<file path="src/rtl/zero_count_normalizer_if.sv">
// Stream bundle for the zero-count normaliser:
// input word with mode, result with count/shift/zero flag.
interface zero_count_normalizer_if #(
  parameter int Width      = 24,
  parameter int CountWidth = $clog2(Width + 1)
) ();
  logic                  valid_i;
  logic                  ready_o;
  logic [Width-1:0]      data_i;
  logic                  mode_i;
  logic                  valid_o;
  logic                  ready_i;
  logic [CountWidth-1:0] count_o;
  logic [Width-1:0]      shifted_o;
  logic                  zero_o;
  logic                  mode_o;

  modport master (
    output valid_i, data_i, mode_i, ready_i,
    input  ready_o, valid_o, count_o,
    input  shifted_o, zero_o, mode_o
  );

  modport slave (
    input  valid_i, data_i, mode_i, ready_i,
    output ready_o, valid_o, count_o,
    output shifted_o, zero_o, mode_o
  );
endinterface

</file>
<file path="src/rtl/zero_count_normalizer.sv">
// Two-stage leading/trailing zero counter with normalising shift
// and valid/ready backpressure on both stages.
module zero_count_normalizer #(
  parameter int Width      = 24,
  parameter int CountWidth = $clog2(Width + 1)
) (
  input  logic clk,
  input  logic reset,
  zero_count_normalizer_if.slave bus
);

  logic                  s1_valid_q, s1_valid_d;
  logic [Width-1:0]      s1_data_q, s1_data_d;
  logic                  s1_mode_q, s1_mode_d;
  logic                  s2_valid_q, s2_valid_d;
  logic [CountWidth-1:0] count_q, count_d;
  logic [Width-1:0]      shifted_q, shifted_d;
  logic                  zero_q, zero_d;
  logic                  mode_q, mode_d;

  logic                  s1_adv;
  logic                  s2_adv;
  logic [CountWidth-1:0] cnt;
  logic [Width-1:0]      shf;

  // An all-zero word falls through both loops and keeps cnt = Width.
  always_comb begin
    cnt = CountWidth'(Width);
    shf = '0;
    unique case (1'b1)
      s1_mode_q: begin
        for (int i = 0; i < Width; i++)
          if (s1_data_q[i]) cnt = CountWidth'(Width - 1 - i);
        shf = s1_data_q << cnt;
      end
      !s1_mode_q: begin
        for (int i = Width - 1; i >= 0; i--)
          if (s1_data_q[i]) cnt = CountWidth'(i);
        shf = s1_data_q >> cnt;
      end
    endcase
  end

  always_comb begin
    s2_adv     = ~s2_valid_q | bus.ready_i;
    s1_adv     = ~s1_valid_q | s2_adv;
    s1_valid_d = s1_valid_q;
    s1_data_d  = s1_data_q;
    s1_mode_d  = s1_mode_q;
    s2_valid_d = s2_valid_q;
    count_d    = count_q;
    shifted_d  = shifted_q;
    zero_d     = zero_q;
    mode_d     = mode_q;
    if (s1_adv) begin
      s1_valid_d = bus.valid_i;
      if (bus.valid_i) begin
        s1_data_d = bus.data_i;
        s1_mode_d = bus.mode_i;
      end
    end
    if (s2_adv) begin
      s2_valid_d = s1_valid_q;
      if (s1_valid_q) begin
        count_d   = cnt;
        shifted_d = shf;
        zero_d    = ~|s1_data_q;
        mode_d    = s1_mode_q;
      end
    end
  end

  always_ff @(posedge clk) begin
    if (reset) begin
      s1_valid_q <= 1'b0;
      s1_data_q  <= '0;
      s1_mode_q  <= 1'b0;
      s2_valid_q <= 1'b0;
      count_q    <= '0;
      shifted_q  <= '0;
      zero_q     <= 1'b0;
      mode_q     <= 1'b0;
    end else begin
      s1_valid_q <= s1_valid_d;
      s1_data_q  <= s1_data_d;
      s1_mode_q  <= s1_mode_d;
      s2_valid_q <= s2_valid_d;
      count_q    <= count_d;
      shifted_q  <= shifted_d;
      zero_q     <= zero_d;
      mode_q     <= mode_d;
    end
  end

  assign bus.ready_o   = s1_adv;
  assign bus.valid_o   = s2_valid_q;
  assign bus.count_o   = count_q;
  assign bus.shifted_o = shifted_q;
  assign bus.zero_o    = zero_q;
  assign bus.mode_o    = mode_q;

endmodule

</file>
<file path="src/flat_wrapper.sv">
// flat-port wrapper written by rule: the top's interface ports become plain ports
module zero_count_normalizer_flat 
#(
  parameter int Width      = 24,
  parameter int CountWidth = $clog2(Width + 1)
)
  (clk, reset, bus_valid_i, bus_data_i, bus_mode_i, bus_ready_i, bus_ready_o, bus_valid_o, bus_count_o, bus_shifted_o, bus_zero_o, bus_mode_o);
  zero_count_normalizer_if #(.Width(Width), .CountWidth(CountWidth)) bus_i ();
  input  logic clk;
  input  logic reset;
  input wire logic [$bits(bus_i.valid_i)-1:0] bus_valid_i;
  input wire logic [$bits(bus_i.data_i)-1:0] bus_data_i;
  input wire logic [$bits(bus_i.mode_i)-1:0] bus_mode_i;
  input wire logic [$bits(bus_i.ready_i)-1:0] bus_ready_i;
  output wire logic [$bits(bus_i.ready_o)-1:0] bus_ready_o;
  output wire logic [$bits(bus_i.valid_o)-1:0] bus_valid_o;
  output wire logic [$bits(bus_i.count_o)-1:0] bus_count_o;
  output wire logic [$bits(bus_i.shifted_o)-1:0] bus_shifted_o;
  output wire logic [$bits(bus_i.zero_o)-1:0] bus_zero_o;
  output wire logic [$bits(bus_i.mode_o)-1:0] bus_mode_o;
  assign bus_i.valid_i = bus_valid_i;
  assign bus_i.data_i = bus_data_i;
  assign bus_i.mode_i = bus_mode_i;
  assign bus_i.ready_i = bus_ready_i;
  assign bus_ready_o = bus_i.ready_o;
  assign bus_valid_o = bus_i.valid_o;
  assign bus_count_o = bus_i.count_o;
  assign bus_shifted_o = bus_i.shifted_o;
  assign bus_zero_o = bus_i.zero_o;
  assign bus_mode_o = bus_i.mode_o;
  zero_count_normalizer #(.Width(Width), .CountWidth(CountWidth)) u_core (.clk(clk), .reset(reset), .bus(bus_i));
endmodule
</file>
<file path="config.mk">
export PLATFORM = sky130hd
export DESIGN_NAME = zero_count_normalizer_flat
export DESIGN_NICKNAME = d
export VERILOG_FILES = /design/src/rtl/zero_count_normalizer_if.sv /design/src/rtl/zero_count_normalizer.sv /design/src/flat_wrapper.sv
export SDC_FILE = /design/constraint.sdc
export NUM_CORES = 1
export LEC_CHECK = 0
export BUFFER_PORTS_ARGS = -buffer_cell sky130_fd_sc_hd__buf_2
export CAP_MARGIN = 20
export CORE_UTILIZATION = 30
export DETAILED_ROUTE_END_ITERATION = 10
export PLACE_DENSITY = 0.5
export SLEW_MARGIN = 20
export SYNTH_ARGS = -nofsm -noshare
export SYNTH_HDL_FRONTEND = slang
export SYNTH_SLANG_ARGS = --single-unit
</file>
<file path="constraint.sdc">
create_clock -name clk -period 2.85 [get_ports clk]
set_input_delay 0 -clock clk [delete_from_list [all_inputs] [get_ports clk]]
set_output_delay 0 -clock clk [all_outputs]
set_load 0.01 [all_outputs]
</file>
# [Word-level counts from Yosys, hierarchy flattened]
# Index checks and enable logic that the tools add are counted.
[word_totals] latchBits=0 rom_bits=0 reg_bits=58 ram_bits=0 wordCells=71 n_memories=0 output_inout_bits=33
[op_classes] muxes=52 n_reduce_logical=5 div=0 n_addsub=0 multipliers=0 n_eq_ne=0 bitwise_logic=4 magnitude_cmp=0 n_shift=2
[op_table] operator="2-to-1 mux 5 bit" n=37
[op_table] operator="2-to-1 mux 4 bit" n=13
[op_table] operator="one-hot mux 24 bit (2 select lines)" n=1
[op_table] operator="OR reduction 24 bit" n=1
[op_table] operator="left shift 24 x 5 -> 24 bit" n=1
[op_table] operator="right shift 24 x 5 -> 24 bit" n=1
[op_table] operator="one-hot mux 5 bit (2 select lines)" n=1
[op_table] operator="AND reduction 2 bit" n=2
[op_table] operator="logical NOT 1 bit" n=2
[op_table] operator="NOT 1 bit" n=2
[op_table] operator="OR 1 bit" n=2

# [Logic depth before layout (Yosys ltp)]
# Gate-level depths: netlist of run 1.
[logic_depth] depth_word=27 ltp_mapped=12 depth_no_buf=8

# [Worst setup path before layout of run 1]
# OpenSTA, ideal clock, no wires.
[synth_path] path_type="register -> register" start="reg u_core.s1_data_q[4]" end="reg u_core.shifted_q[12], in the netlist u_core.bus.shifted_o[12]" required_time_ns=2.718 stages_incl_launch_ff=9 path_slack_ns=0.101 arrival_time_ns=2.617 path_cell_list="dfxtp_1 or4_4 a211o_1 o22ai_4 mux2_2 mux2_2 a22o_1 a311oi_1 o32ai_1"
[synth_via] elab_chain_len=23 elab_cells_between_ends=30 cone_classes="shift (2); mux (28)"
[synth_rtl] item="start: declaration" line_no="zero_count_normalizer.sv:13" rtl="logic [Width-1:0] s1_data_q, s1_data_d;"
[synth_rtl] item="start signal: assignment" line_no="zero_count_normalizer.sv:85" rtl="s1_data_q <= s1_data_d;"
[synth_rtl] item="2-to-1 mux 4 bit" line_no="zero_count_normalizer.sv:33" rtl="if (s1_data_q[i]) cnt = CountWidth'(Width - 1 - i);"
[synth_rtl] item="2-to-1 mux 5 bit (19 in a row)" line_no="zero_count_normalizer.sv:33"
[synth_rtl] item="2-to-1 mux 5 bit" line_no="zero_count_normalizer.sv:30" rtl="unique case (1'b1)"
[synth_rtl] item="left shift 24 x 5 -> 24 bit" line_no="zero_count_normalizer.sv:34" rtl="shf = s1_data_q << cnt;"
[synth_rtl] item="one-hot mux 24 bit (2 select lines) *" line_no="zero_count_normalizer.sv:30"
[synth_rtl] item="end signal: assignment" line_no="zero_count_normalizer.sv:89" rtl="shifted_q <= shifted_d;"
[synth_rtl] item="end: declaration" line_no="zero_count_normalizer.sv:17" rtl="logic [Width-1:0] shifted_q, shifted_d;"
# Mark *: on every way between the ends. The rest lies on a longest branch, timed or not. The select of a mux whose other input is x is not followed.
# A chain may end at the register's enable or synchronous reset.

# [Worst setup path after layout of run 1]
[layout_path] start="reg u_core.s1_data_q[4]" end="reg u_core.shifted_q[17], in the netlist u_core.bus.shifted_o[17]"
# Same word-level chain as after synthesis.

==> metrics.csv, run 1 <==
stage,metric,value,unit
status,status,"complete, but fails checks",
status,violations,"design-rule violations, negative setup slack",
cells_and_area,fill_cells,1813,
clock_network,clk_pin_slew,0.06,ns
global_routing,antenna_found_initial,0,
placement,dpl_worst_slack,-0.275,ns
timing,min_period,2.93,ns
critical_path,endpoint,u_core.bus.shifted_o[17]$_SDFFE_PP0P_,
cells_and_area,syn2layout_area_growth,57.9,%
timing,slew_headroom,36.6,%
yosys,synth-seq-cells,58,
power,ir_worst_vdd,0.328,mV
power,finalPower,0.00473,W
clock_network,clkLatencyLatePin,0.36,ns
critical_path,endpoint_kind,register,
cells_and_area,num_antenna_cells,0,
cells_and_area,multiInputGateArea,4530,µm²
yosys,synth_area,5620,µm²
placement,dp_hpwl,22200,µm
cells_and_area,nets,1089,
yosys,synth_edf_count,0,
global_routing,grt_pass1_vias,7198,
die,die_y,139,µm
route,avgViaCountPerCell,5.89,
yosys,synth_area_leader_cell,dfxtp_1,
clock_network,clock_tree.root_cell,clkbuf_16,
yosys,seq_area_frac_synth,20.7,%
timing,max_slew.worst_pin.slew,0.943,ns
timing,hold_viol_final,0,
critical_path,reg2reg_depth,11,
timing,setup_ws,-0.0787,ns
timing,clock_skew,0.0133,ns
yosys,yosysUniqueCellTypes,79,
cells_and_area,seqCellArea,1160,µm²
route,antenna_left,0,
placement,post-place-cells,1243,
die,die_w,139,µm
timing,rsz0062_at_grt,yes,
critical_path,cp.required,3.08,ns
yosys,synth_warnings,0,
global_routing,gr-usage-met2,47.5,%
timing,max_freq,0.341,GHz
timing,finalSetupViolCount,5,
clock_network,cts_sinks,58,
timing,period_share,103,%
timing,drv_slew,0,
clock_network,cts_buffers,9,
placement,globalplace.congestion,1.00,
cells_and_area,mostFrequentLayoutCell,buf_4,
global_routing,grt_pass1_wl,42900,µm
cells_and_area,drive_above_1_share,40.8,%
placement,port_buffers,61,
worst_hold_path,hold_path_class,input port to register,
global_routing,grt_overflow,0,
clock_network,cts_tree,yes,
yosys,synth_area_per_cell,7.11,µm²
global_routing,grtUsageMet1,39.1,%
global_routing,grt_usage,29.4,%
cells_and_area,final_cell_mix,"buf_4, nand2_1, nor2_1, a21oi_1, buf_2",
critical_path,arrival,3.16,ns
critical_path,r2r_start,u_core.s1_data_q[4]$_SDFFE_PP0P_,
route,vias,7621,
cells_and_area,post-route-util,48.9,%
die,rows,49,
die,io_pins,62,
clock_network,clk_path_buf_depth,2,
power,power.density,534,nW/µm²
route,drc,4,
global_routing,grt_max_degree,44,
die,core_area,18100,µm²
yosys,synthesis.nets,819,
yosys,synth-main-ff-cell,dfxtp_1,
route,routed_wl,28400,µm
route,drt_iter0_drc,751,
route,first_pass_iters,8,
yosys,yosysTopAreaCellShare,20.7,%
critical_path,cp-startpoint,u_core.s1_data_q[4]$_SDFFE_PP0P_,
critical_path,timing.rr.end,u_core.bus.shifted_o[17]$_SDFFE_PP0P_,
critical_path,cp_max_fo,4,
yosys,async_flop_share,0,%
yosys,synth.area.top_cells,"dfxtp_1, mux2i_1, nand2_1",
critical_path,path_class,register to register,
global_routing,met3_usage,4.42,%
clock_network,htreeDepth,3,
die,die-area,19300,µm²
critical_path,cp-start-kind,register,
power,leakagePower,3.69,nW
die,start_util,30.9,%
cells_and_area,stdcell_count,1294,
critical_path,r2r_slack,-0.08,ns
yosys,syn_inst,790,
route,wire_per_inst,22.0,µm
run,maxCapViolations,0,
global_routing,busiest_layer,met2,
==> worst min path at each step <==
stage,end,startpoint,slack (ns),depth (start not counted)
CTS,u_core.s1_data_q[0]$_SDFFE_PP0P_,reset,0.30,2
global route,u_core.s1_data_q[3]$_SDFFE_PP0P_,reset,0.37,2
global placement,u_core.s1_valid_q$_SDFFE_PP0N_,bus_valid_i,0.23,3
detailed placement,u_core.s1_valid_q$_SDFFE_PP0N_,bus_valid_i,0.24,3
floorplan,u_core.s1_valid_q$_SDFFE_PP0N_,bus_valid_i,0.12,2
finish,u_core.s1_data_q[0]$_SDFFE_PP0P_,reset,0.33,2
==> state kept, by name, summed over array words and instances (netlist names) <==
register,cells
u_core.bus.mode_o,1
u_core.s1_valid_q,1
u_core.bus.count_o,5
u_core.s1_data_q,24
u_core.s1_mode_q,1
u_core.bus.valid_o,1
u_core.bus.shifted_o,24
u_core.bus.zero_o,1
==> metrics by stage <==
stage | hold WS, ns | setup TNS, ns | cell area, µm²
2_1_floorplan | 0.117 | 0 | 5620
3_3_place_gp | 0.232 | -1.12 | 7690
3_5_place_dp | 0.242 | -1.25 | 7690
4_1_cts | 0.301 | -0.0295 | 8430
5_1_grt | 0.367 | -0.718 | 8870
6_report | 0.327 | -0.174 | 8870
==> kinds of logic (layout without fill, tap and decap cells) <==
family	count (synthesis)	after routing	synth area share, %
compound gates	295	295	37.7
simple gates	295	295	24.2
buf+inv	85	360	6.66
flops	58	58	20.7
mux	57	57	10.8
==> worst max-delay path: stages, from the launching register on <==
cell      delay [ns]
dfxtp_2         0.31
or4_4           0.54
a211o_1         0.30
o22ai_4         0.23
buf_4           0.16
mux2_4          0.30
mux2i_4         0.18
mux2i_1         0.13
buf_4           0.18
a221oi_4        0.27
buf_4           0.16
a211oi_1        0.05
==> synth_stat cells, types with 4 or more instances <==
cell	number
nor2b_1	7
o31a_1	4
o21bai_1	4
dfxtp_1	58
o2bb2ai_1	5
a311oi_1	8
a21o_1	7
and2_1	8
o22ai_1	7
o31ai_1	11
nor3_1	33
a22oi_1	14
o211ai_1	15
nand2_1	104
buf_1	4
a31oi_1	11
mux2i_1	44
a22o_1	6
o21a_1	5
a21oi_1	64
nor4_1	5
mux2_2	9
clkbuf_1	42
a211o_1	5
buf_2	23
nand3_1	20
or2_2	6
nor2_1	81
o21ai_1	10
a211oi_1	24
and3_1	5
nand2b_1	8
a221oi_1	10
nor4_2	4
a32oi_1	7
o21ai_0	32
inv_1	13
o32ai_1	5
==> power by group <==
part	leakage (nW)	total [W]	switching, W	internal [W]
Combinational	3.04	0.00249	0.00135	0.00114
Clock	0.170	0.00133	0.000466	0.000861
Sequential	0.478	0.000912	0.0000437	0.000868
==> per-layer routing <==
metal	vias to the layer above	part of all wire, %
li1	3529	-
met1	3646	43
met2	379	45
met3	67	8.1
met4	0	3.7
met5	-	0
==> area by class of cell <==
cell class	count	share of cell area, %
clock buffers	9	2.54
clock inverters	7	1.41
inverters	13	0.550
multi-input cells	647	51.1
flip-flops and latches	58	13.1
well taps	229	3.23
repair buffers	331	28.0
==> repair_timing <==
item | CTS | global route
gates resized for setup | 20 | 91
hold buffers | 27 | 0
pin swaps | 5 | 15
endpoints found under the hold margin | 27 | 0
endpoints found under the setup margin | 13 | 22
cloned | 0 | 1
buffers inserted | 2 | 5
Power figures use the tool's default switching activity.
==> run 2, diff against run 1 <==
- CORE_UTILIZATION: 30 -> 45
- PLACE_DENSITY: 0.5 -> 0.68
==> metrics.csv, run 2 (synthesis results as in run 1) <==
stage,metric,value,unit
die,start_util,46.4,%
timing,max_slew.worst_pin.slew,0.944,ns
timing,slew_headroom,36.9,%
placement,dpl_worst_slack,-0.338,ns
cells_and_area,seqCellArea,1160,µm²
clock_network,clk_path_buf_depth,2,
global_routing,grtUsageMet1,55.6,%
timing,hold_viol_final,0,
clock_network,cts_buffers,9,
route,first_pass_iters,5,
cells_and_area,post-route-util,72.3,%
critical_path,endpoint_kind,register,
clock_network,clk_pin_slew,0.05,ns
timing,max_freq,0.345,GHz
critical_path,cp-start-kind,register,
cells_and_area,mostFrequentLayoutCell,buf_4,
placement,port_buffers,61,
placement,dp_hpwl,21300,µm
die,io_pins,62,
route,drt_iter0_drc,977,
die,die_y,114,µm
route,avgViaCountPerCell,6.53,
power,ir_worst_vdd,0.373,mV
die,core_area,12100,µm²
cells_and_area,drive_above_1_share,41.0,%
critical_path,arrival,3.16,ns
timing,finalSetupViolCount,5,
worst_hold_path,hold_path_class,input port to register,
route,vias,8052,
cells_and_area,stdcell_count,1233,
cells_and_area,syn2layout_area_growth,55.8,%
clock_network,clock_tree.root_cell,clkbuf_16,
power,power.density,506,nW/µm²
status,status,"complete, but fails checks",
placement,post-place-cells,1180,
global_routing,grt_usage,43.6,%
cells_and_area,fill_cells,981,
run,maxCapViolations,0,
global_routing,busiest_layer,met2,
die,rows,40,
die,die-area,12900,µm²
critical_path,cp_max_fo,10,
timing,hold-worst-slack,0.294,ns
cells_and_area,finish.instance_area,8750,µm²
route,drc,0,
timing,min_period,2.90,ns
route,antenna_left,0,
global_routing,grt_max_degree,37,
clock_network,clkLatencyLatePin,0.35,ns
timing,setup_ws,-0.0481,ns
die,die_w,114,µm
timing,period_share,102,%
cells_and_area,final_cell_mix,"buf_4, nand2_1, nor2_1, a21oi_1, buf_2",
timing,rsz0062_at_grt,yes,
global_routing,grt_pass1_wl,42500,µm
clock_network,cts_sinks,58,
global_routing,antenna_found_initial,1,
placement,post_dp_cell_area,7590,µm²
global_routing,grt_pass1_vias,7586,
timing,clock_skew,0.0110,ns
timing,drv_slew,0,
clock_network,cts_tree,yes,
global_routing,grt_overflow,0,
route,routed_wl,28400,µm
power,leakagePower,3.67,nW
cells_and_area,multiInputGateArea,4580,µm²
critical_path,cp.required,3.11,ns
cells_and_area,nets,1091,
clock_network,htreeDepth,3,
placement,globalplace.congestion,1.08,
status,violations,negative setup slack,
global_routing,gr-usage-met2,67.7,%
cells_and_area,num_antenna_cells,0,
critical_path,path_class,register to register,
route,wire_per_inst,23.0,µm
global_routing,met3_usage,9.94,%
run 2: changes by cell type in the layout (fill, tap and decap cells not counted), sizes merged:
cell	delta
bufinv	-3
buf	+2
clkbuf	+2
clkinv	-1
clkinvlp	+1
inv	-1
run 2: what timing repair did:
| item | 4_1_cts | 5_1_grt |
|---|---|---|
| setup buffers | 2 | 10 |
| endpoints found under the hold margin | 27 | 0 |
| hold buffers | 27 | 0 |
| endpoints found under the setup margin | 19 | 22 |
| pin swaps | 5 | 16 |
| gates resized for setup | 30 | 80 |
run 2: cell type report:
cell class                      count  area share [%]
Timing Repair Buffer              333            28.4
Sequential cell                    58            13.3
Multi-Input combinational cell    647            52.3
Clock inverter                      3           0.200
Inverter                           13           0.558
Clock buffer                       11            2.77
Tap cell                          168            2.40
run 2: layer usage:
layer | up-vias | share of wire, %
li1 | 3531 | -
met1 | 3781 | 40
met2 | 584 | 44
met3 | 156 | 10
met4 | 0 | 6.1
met5 | - | 0
run 2: where the power goes:
group | total (W) | switching [W] | internal, W | leakage [nW]
Sequential | 0.000914 | 0.0000446 | 0.000870 | 0.478
Combinational | 0.00252 | 0.00139 | 0.00113 | 3.07
Clock | 0.000993 | 0.000395 | 0.000598 | 0.127
Total | 0.00443 | 0.00183 | 0.00260 | 3.67
run 2: critical path, cell delays in order (launching register included):
cell and delay (ns):
dfxtp_2 0.33, or4_4 0.57, a211o_1 0.31, o22ai_4 0.17
buf_12 0.16, a22oi_1 0.15, buf_4 0.19, mux2i_2 0.36
a21oi_1 0.18, a211o_1 0.32, o211ai_1 0.08
run 2: worst paths after layout:
| kind | startpoint | depth (start not counted) | end | slack [ns] |
|---|---|---|---|---|
| setup / recovery | u_core.s1_data_q[4]$_SDFFE_PP0P_ | 10 | u_core.bus.shifted_o[7]$_SDFFE_PP0P_ | -0.05 |
| hold / removal | reset | 2 | u_core.s1_data_q[6]$_SDFFE_PP0P_ | 0.29 |
| setup reg to reg | u_core.s1_data_q[4]$_SDFFE_PP0P_ | 10 | u_core.bus.shifted_o[7]$_SDFFE_PP0P_ | -0.05 |
| hold reg to reg | u_core.bus.mode_o$_SDFFE_PP0P_ | 2 | u_core.bus.mode_o$_SDFFE_PP0P_ | 0.46 |
run 2: metrics by stage:
stage               total power [W]  setup TNS, ns
finish                      0.00443        -0.0790
CTS                         0.00414       -0.00574
global route                0.00457         -0.729
floorplan                   0.00203              0
detailed placement          0.00304          -1.49
global placement            0.00302         -0.655
